### config.mk
export PLATFORM = sky130hd
export DESIGN_NAME = zld_xc
export DESIGN_NICKNAME = d
export VERILOG_FILES = /design/src/rtl/zld_xc_pkg.sv /design/src/rtl/zld_xc_fsm.sv /design/src/rtl/zld_xc.sv
export SDC_FILE = /design/constraint.sdc
export NUM_CORES = 1
export LEC_CHECK = 0
export ABC_AREA = 1
export CAP_MARGIN = 0
export CORE_MARGIN = 2
export CORE_UTILIZATION = 42
export DETAILED_ROUTE_END_ITERATION = 6
export GPL_ROUTABILITY_DRIVEN = 0
export PLACE_DENSITY = 0.82
export RECOVER_POWER = 50
export REMOVE_ABC_BUFFERS = 1
export SETUP_SLACK_MARGIN = 0.2
export SYNTH_ARGS = -nofsm -noshare
export SYNTH_HDL_FRONTEND = slang
export SYNTH_SLANG_ARGS = --single-unit
### constraint.sdc
create_clock -name clock -period 1.5 [get_ports clock]
set_input_delay 0.45 -clock clock [delete_from_list [all_inputs] [get_ports clock]]
set_output_delay 0.45 -clock clock [all_outputs]
set_load 0.01 [all_outputs]
### src/rtl/zld_xc_pkg.sv
// Shared definitions for the zero run-length codec (encoder and decoder sides).
// Holds the default widths and the decoder FSM state encoding.
package zld_xc_pkg;

  localparam int ZLE_W  = 16;
  localparam int ZLE_CW = 4;
  localparam int ZLE_TAG = ZLE_W;

  typedef enum logic {
    ZLD_READ  = 1'b0,
    ZLD_ZEROS = 1'b1
  } zld_state_e;

endpackage

### src/rtl/zld_xc_fsm.sv
// Decoder control: tracks whether a zero run is being expanded, counts the
// zeros still owed, and generates the input busy and output load strobes.
module zld_xc_fsm
  import zld_xc_pkg::*;
#(
  parameter int CW = ZLE_CW
) (
  input  logic          clock,
  input  logic          reset,
  input  logic          i_v,
  input  logic          tag,
  input  logic [CW-1:0] cnt,
  input  logic          slot_free,
  output logic          i_b,
  output logic          load_lit,
  output logic          load_zero,
  output logic          state_
);

  zld_state_e    state_q, state_d;
  logic [CW-1:0] rem_q, rem_d;
  logic          accept;

  always_ff @(posedge clock) begin
    if (reset) begin
      state_q <= ZLD_READ;
      rem_q   <= '0;
    end else begin
      state_q <= state_d;
      rem_q   <= rem_d;
    end
  end

  always_comb begin
    i_b       = reset || (state_q != ZLD_READ) || !slot_free;
    accept    = i_v && !i_b;
    state_d   = state_q;
    rem_d     = rem_q;
    load_lit  = 1'b0;
    load_zero = 1'b0;
    case (state_q)
      ZLD_READ: begin
        if (accept) begin
          if (!tag) begin
            load_lit = 1'b1;
          end else begin
            // The first zero goes out now; cnt more are still owed.
            load_zero = 1'b1;
            rem_d     = cnt;
            if (cnt != '0) state_d = ZLD_ZEROS;
          end
        end
      end
      ZLD_ZEROS: begin
        if (slot_free) begin
          load_zero = 1'b1;
          rem_d     = rem_q - CW'(1);
          if (rem_q == CW'(1)) state_d = ZLD_READ;
        end
      end
      default: state_d = ZLD_READ;
    endcase
  end

  assign state_ = state_q;

endmodule

### src/rtl/zld_xc.sv
// Zero run-length decoder: literals pass through, run tokens expand into
// cnt+1 zero words. Owns the registered output word and the malformed-token flag.
module zld_xc
  import zld_xc_pkg::*;
#(
  parameter int W  = ZLE_W,
  parameter int CW = ZLE_CW
) (
  input  logic         clock,
  input  logic         reset,
  input  logic         i_v,
  output logic         i_b,
  input  logic [W:0]   i_d,
  output logic         o_v,
  input  logic         o_b,
  output logic [W-1:0] o_d,
  output logic         err,
  output logic         state_
);

  // Stream handshake on both sides: a word moves on an edge where v=1 and b=0;
  // the producer holds v and data steady until that edge.
  logic slot_free;
  logic accept;
  logic malformed;
  logic load_lit;
  logic load_zero;

  assign slot_free = !o_v || !o_b;
  assign accept    = i_v && !i_b;
  assign malformed = i_d[W] && (i_d[W-1:CW] != '0);

  zld_xc_fsm #(.CW(CW)) u_fsm (
    .clock     (clock),
    .reset     (reset),
    .i_v       (i_v),
    .tag       (i_d[W]),
    .cnt       (i_d[CW-1:0]),
    .slot_free (slot_free),
    .i_b       (i_b),
    .load_lit  (load_lit),
    .load_zero (load_zero),
    .state_    (state_)
  );

  always_ff @(posedge clock) begin
    if (reset) begin
      o_v <= 1'b0;
      o_d <= '0;
      err <= 1'b0;
    end else begin
      err <= accept && malformed;
      if (load_lit) begin
        o_v <= 1'b1;
        o_d <= i_d[W-1:0];
      end else if (load_zero) begin
        o_v <= 1'b1;
        o_d <= '0;
      end else if (slot_free) begin
        o_v <= 1'b0;
      end
    end
  end

endmodule

==> reports/qor.csv, run 1 <==
stage,metric,value,unit
status,status,"complete, no violations",
final_layout,post-layout net count,221,
floorplan,I/O Pins,41,
final_layout,# diodes,0,
synth,synth warn,0,
clock_tree,# H-tree levels,1,
setup_path,required time of the critical path,1.05,ns
setup_path,"Buf+Inv Stages, Crit Path",1,
grt,GRT overflow,0,
synth,Yosys cell types,21,
synth,Gate Count Post-Synth,140,
grt,Total GRT Usage,21.2,%
clock_tree,CTS Buffer Depth,2,
place,Post-DP HPWL,2040,µm
setup_path,critical path's top delay family,flip-flops,
routing,WL/cell,14.7,µm
clock_tree,Clock Latency Late Sink,0.30,ns
timing,Final Skew,0.00236,ns
setup_path,Crit-path slowest cell,dfxtp_4,
grt,initial antenna violation count,0,
floorplan,die height,54.3,µm
final_layout,ratio of cells with drive above 1 in the final layout,38.6,%
setup_path,Worst Setup End Kind,output port,
setup_path,WP data arrival,0.95,ns
clock_tree,"Reg clk slew, reported paths",0.12,ns
setup_path,Crit Path Class,flip-flop to output port,
routing,Vias,1185,
timing,Worst slew margin,81.6,%
pwr,PD cells,757,nW/µm²
flow_run,max cap viols,0,
place,I/O Buffers,40,
clock_tree,CTS buffer count,3,
pwr,Power Total,0.00127,W
clock_tree,clock root cell,clkbuf_4,
timing,final hold vios,0,
routing,DRT iter0 DRCs,19,
hold_path,HP Class,flip-flop to flip-flop,
place,"Cell Area, Placed",1550,µm²
grt,largest net degree at the start of global routing,21,
routing,# DRC,0,
final_layout,final cell count without fillers,227,
timing,"Slew Viols, Final",0,
floorplan,row count,18,
timing,Final Critical Period,1.40,ns
final_layout,"commonest cells after routing, fill and taps aside","nand2_1, dfxtp_1, buf_2",
setup_path,"Cell Chain, Critical Path",nor2_8 -> nand2_1 -> buf_2,
synth,Synth Cell Area,1060,µm²
floorplan,Starting Density,43.6,%
timing,setup_tns,0,ns
setup_path,CP Launch Type,flip-flop,
pwr,Leak,0.730,nW
place,Inst Count DP,214,
final_layout,Final Cell Area,1670,µm²
timing,FMAX,714,MHz
final_layout,fillers,203,
floorplan,Chip Width,54.3,µm
routing,vias per cell,5.22,
timing,Final setup viols,0,
routing,drt first pass iters,4,
timing,period utilization,93.4,%
pwr,VDD IR-drop max,448,µV
routing,Post-Route WL,3330,µm
grt,number of global-route vias before repair,1038,
setup_path,Worst Path Max Fanout,3,
floorplan,die area,2940,µm²
grt,first-pass GRT wire length,4600,µm
final_layout,Syn-to-layout area delta,57.5,%
clock_tree,Clock Sinks,23,
synth,sequential area share after synthesis,43.4,%
timing,Worst Tran Pin Value,0.273,ns
synth,Synth Register Bits,23,
timing,unrepaired setup endpoints after global routing,yes,
floorplan,CORE AREA,2430,µm²
synth,Mean Syn Cell Area,7.58,µm²
setup_path,critical path's largest stage delay,0.39,ns
clock_tree,CTS tree,yes,
routing,antenna-violating nets left,0,
## logic make-up after synthesis
group | after synthesis | share of synthesized area, %
fa+ha+maj | 2 | 2.36
flops | 23 | 43.4
simple gates | 76 | 35.1
compound gates | 25 | 12.5
buf+inv | 14 | 6.60
## flip-flops by register name (all words and copies together) (netlist names)
register      flops
o_v               1
u_fsm.rem_q       4
u_fsm.state_      1
err               1
o_d              16
## metal layers
| metal | wire length [µm] | vias to the layer above | track usage [%] | part of all wire [%] |
|---|---|---|---|---|
| li1 | - | 586 | - | - |
| met1 | 1340 | 551 | 24.5 | 40 |
| met2 | 1760 | 46 | 40.2 | 53 |
| met3 | 219 | 2 | 4.10 | 6.6 |
| met4 | 10 | 0 | 3.75 | 0.30 |
| met5 | 0 | - | 0 | 0 |
## cell type report
class / count / area [µm²] / area share, %
Clock buffer: 4 / 26.3 / 1.57
Sequential cell: 23 / 467 / 27.9
Tap cell: 30 / 37.5 / 2.25
Timing Repair Buffer: 58 / 490 / 29.3
Multi-Input combinational cell: 104 / 621 / 37.1
Inverter: 8 / 30.0 / 1.80
## worst paths after layout
path | start | endpoint | slack (ns) | cells past startpoint
worst max-delay path | u_fsm.state_ | i_b | 0.1 | 3
worst min-delay path | o_d[15] | o_d[15] | 0.49 | 2
worst max register to register | u_fsm.state_ | o_d[6] | 0.1 | 8
worst min register to register | o_d[15] | o_d[15] | 0.49 | 2
## per-stage QoR
step / setup WS, ns / hold WS, ns / utilization, %
2_1_floorplan: 0.187 / 0.490 / -
3_5_place_dp: -0.649 / 0.475 / 63.6
6_report: 0.0985 / 0.487 / 68.7
4_1_cts: 0.0913 / 0.486 / 65.9
5_1_grt: 0.0290 / 0.503 / 68.7
3_3_place_gp: -0.634 / 0.470 / 63.6
## synthesized netlist by cell type
cell type,count,share of area (%)
o21ai_1,1,0.47
nor4_1,1,0.59
nand4_1,2,1.2
buf_2,2,0.94
nor2_1,15,5.3
inv_1,5,1.8
nand3_4,1,1.7
clkbuf_1,2,0.71
nor3_1,1,0.47
or2_1,1,0.59
buf_6,2,2.1
nand3_1,22,10
nand2_2,1,0.59
inv_2,3,1.1
ha_1,2,2.4
a21oi_1,18,8.5
nor2_8,2,3.8
o21bai_1,3,2.1
dfxtp_1,23,43
o21ai_0,3,1.4
nand2_1,30,11
## worst reg2reg max path: stages, from the launching register on
cell	delay, ns
dfxtp_4	0.40
nor2_8	0.03
buf_4	0.13
buf_6	0.11
nand3_4	0.16
buf_6	0.13
buf_8	0.12
nand3_1	0.08
a21oi_1	0.17
## report_power, final
group | internal [W] | switching [W] | total, W
clock | 0.000104 | 0.000180 | 0.000284
sequential | 0.000638 | 0.0000207 | 0.000659
combinational | 0.000161 | 0.000162 | 0.000323
total | 0.000903 | 0.000363 | 0.00127
## timing repair
item | in CTS | in global routing
setup endpoints to repair | 43 | 23
setup buffers | 4 | 3
hold buffers | 0 | 0
cloned | 2 | 0
gates resized for setup | 117 | 22
pin swaps | 9 | 9
Note: power is estimated with default switching activity, not from simulation.
==> run 2, diff against run 1 <==
- ABC_AREA: 1 -> default
- PLACE_DENSITY: 0.82 -> 0.83
==> run 2 against run 1 <==
The run now ends with setup timing left; hold slack gained 0.019 ns; maximum frequency decreased by 9.3%; first-iteration DRC count down 16%; power increased by 2.2%; setup slack got worse by 0.14 ns.
==> reports/qor.csv, run 2 <==
stage,metric,value,unit
pwr,VDD IR-drop max,864,µV
setup_path,"Cell Chain, Critical Path",buf_6 -> a21oi_4 -> nand2b_1 -> buf_2,
setup_path,Reg2Reg Setup Slack,0.01,ns
grt,initial antenna violation count,0,
flow_run,max cap viols,0,
synth,top cell type by total area after synthesis,dfxtp_1,
setup_path,required time of the critical path,1.05,ns
timing,Worst Tran Pin Value,0.363,ns
final_layout,ratio of cells with drive above 1 in the final layout,57.4,%
grt,first-pass GRT wire length,5150,µm
pwr,Sw Share,29.1,%
hold_path,HP Class,flip-flop to flip-flop,
routing,DRT iter0 DRCs,16,
clock_tree,"Reg clk slew, reported paths",0.14,ns
status,violated checks,setup timing,
final_layout,fillers,166,
clock_tree,Clock Sinks,23,
clock_tree,CTS tree,yes,
routing,vias per cell,5.40,
pwr,clock network fraction of total power,23.8,%
timing,Final Skew,0.0115,ns
synth,sequential area share after synthesis,45.0,%
final_layout,Top Registers,"o_d (16), u_fsm.rem_q (4)",
final_layout,sequential cell area,484,µm²
pwr,sw power,0.000376,W
floorplan,I/O Pins,41,
final_layout,post-layout net count,200,
grt,largest net degree at the start of global routing,21,
routing,drt first pass iters,4,
final_layout,# diodes,0,
routing,antenna-violating nets left,0,
pwr,PD cells,747,nW/µm²
setup_path,Crit-path slowest cell,dfxtp_2,
setup_path,CP Launch Type,flip-flop,
synth,Synth Register Bits,23,
timing,Worst slew margin,75.6,%
grt,number of global-route vias before repair,1180,
pwr,power share of the combinational group,25.5,%
synth,Yosys cell types,26,
timing,final hold vios,0,
grt,GRT overflow,0,
setup_path,critical path's largest stage delay,0.35,ns
grt,Total GRT Usage,25.0,%
clock_tree,CTS Buffer Depth,2,
timing,unrepaired setup endpoints after global routing,yes,
setup_path,WP data arrival,1.10,ns
place,I/O Buffers,40,
synth,Post-synth ARST share,0,%
synth,Mean Syn Cell Area,9.66,µm²
status,status,"complete, but fails checks",
place,Post-DP HPWL,2100,µm
final_layout,"commonest cells after routing, fill and taps aside","buf_4, dfxtp_2, buf_2",
setup_path,Worst Path Max Fanout,2,
clock_tree,# H-tree levels,1,
final_layout,fin util,76.8,%
floorplan,Starting Density,45.4,%
floorplan,CORE AREA,2250,µm²
final_layout,Syn-to-layout area delta,69.2,%
timing,FMAX,647,MHz
final_layout,max reg flops,16,
final_layout,"most common cell after layout, fill and taps aside",buf_4,
routing,WL/cell,16.0,µm
routing,Post-Route WL,3260,µm
routing,Vias,1101,
synth,Post-synth top flop,dfxtp_1,
final_layout,area of the multi-input gates,574,µm²
synth,Synth top cells by count,"dfxtp_1, nor2_1, a22oi_1",
clock_tree,clock root cell,clkbuf_4,
synth,synth top area cells,"dfxtp_1, a22oi_2, nor2_1, a22oi_1, buf_6",
timing,Final Critical Period,1.55,ns
synth,Synth Cell Area,1020,µm²
clock_tree,CTS buffer count,3,
floorplan,row count,17,
timing,setup ws final,-0.0457,ns
timing,"Slew Viols, Final",0,
floorplan,Chip Width,53.4,µm
timing,Fin Hold WS,0.506,ns
timing,period utilization,103,%
setup_path,Crit Path Class,flip-flop to output port,
synth,top-area cell type share of the netlist area,45.0,%
routing,# DRC,0,
setup_path,Worst Setup End Kind,output port,
synth,top-count cell post-synth,dfxtp_1,
floorplan,die area,2850,µm²
pwr,internal power,0.000917,W
timing,Final setup viols,1,
pwr,Leak,0.742,nW
synth,Gate Count Post-Synth,106,
synth,Post-synth EDFFs,0,
clock_tree,Clock Latency Late Sink,0.32,ns
synth,synth warn,0,
final_layout,Reg with most FFs,o_d,
floorplan,die height,53.4,µm
pwr,register share of total power,50.6,%
run 2: cell types whose count changed after synthesis, sizes merged, moves of 3 or more:
cell / delta
o21bai: -3
a22oi: +16
a31oi: +3
inv: -4
nand3: -21
nor2b: +3
nand2: -26
a21oi: -14
run 2: worst max-delay path, delay by kind of cell (launching register included):
kind | cells | cell delay [ns]
AOI/OAI and AO/OA | 1 | 0.11
buffers and inverters | 2 | 0.25
DFF | 1 | 0.35
and+or+nand+nor | 1 | 0.06
run 2: repair_timing:
| action | CTS | global route |
|---|---|---|
| pin swaps | 25 | 9 |
| endpoints found under the setup margin | 42 | 23 |
| buffers inserted | 17 | 1 |
| gates resized for setup | 122 | 10 |
| cloned | 1 | 0 |
| hold buffers | 0 | 0 |
run 2: area by class of cell:
cell class / instances / area share [%]
Clock buffer: 3 / 1.30
Tap cell: 28 / 2.02
Clock inverter: 1 / 0.434
Sequential cell: 23 / 28.0
Multi-Input combinational cell: 73 / 33.2
Timing Repair Buffer: 72 / 34.0
Inverter: 4 / 1.08
run 2: worst paths after layout:
path / cells past startpoint / endpoint / from
max: 4 / i_b / o_v
min: 2 / o_d[15] / o_d[15]
max reg2reg: 8 / o_d[2] / o_v
min reg2reg: 2 / o_d[15] / o_d[15]
run 2: through the flow:
stage                     total power, W  instances  area, µm²  TNS (ns)  setup WS, ns
after floorplan                 0.000771        100        962         0        0.0464
after global placement          0.000925        181       1510    -10.70        -0.599
after detailed placement        0.000937        181       1510    -12.20        -0.661
after CTS                        0.00128        203       1700   -0.0720       -0.0720
after global routing             0.00134        204       1730    -0.297       -0.0934
final                            0.00129        204       1730   -0.0457       -0.0457
run 2: kinds of logic after synthesis:
group           Yosys count  synth area share, %
compound gates           32                 26.7
fa+ha+maj                 2                 2.44
buf+inv                  10                 7.46
flops                    23                 45.0
simple gates             39                 18.5
run 2: power groups by stage:
stage          clock network [W]   logic, W  registers [W]
2_1_floorplan                  0  0.0000965       0.000674
3_3_place_gp                   0   0.000260       0.000666
3_5_place_dp                   0   0.000270       0.000667
4_1_cts                 0.000308   0.000316       0.000653
5_1_grt                 0.000333   0.000353       0.000658
6_report                0.000308   0.000330       0.000655
run 2: layer usage:
metal  global-route usage [%]  vias to the layer above  wire [µm]
met1                     25.7                      541       1280
met4                     7.26                        0         29
li1                         -                      523          -
met5                        0                        -          0
met3                     4.52                        4        137
met2                     49.8                       33       1810
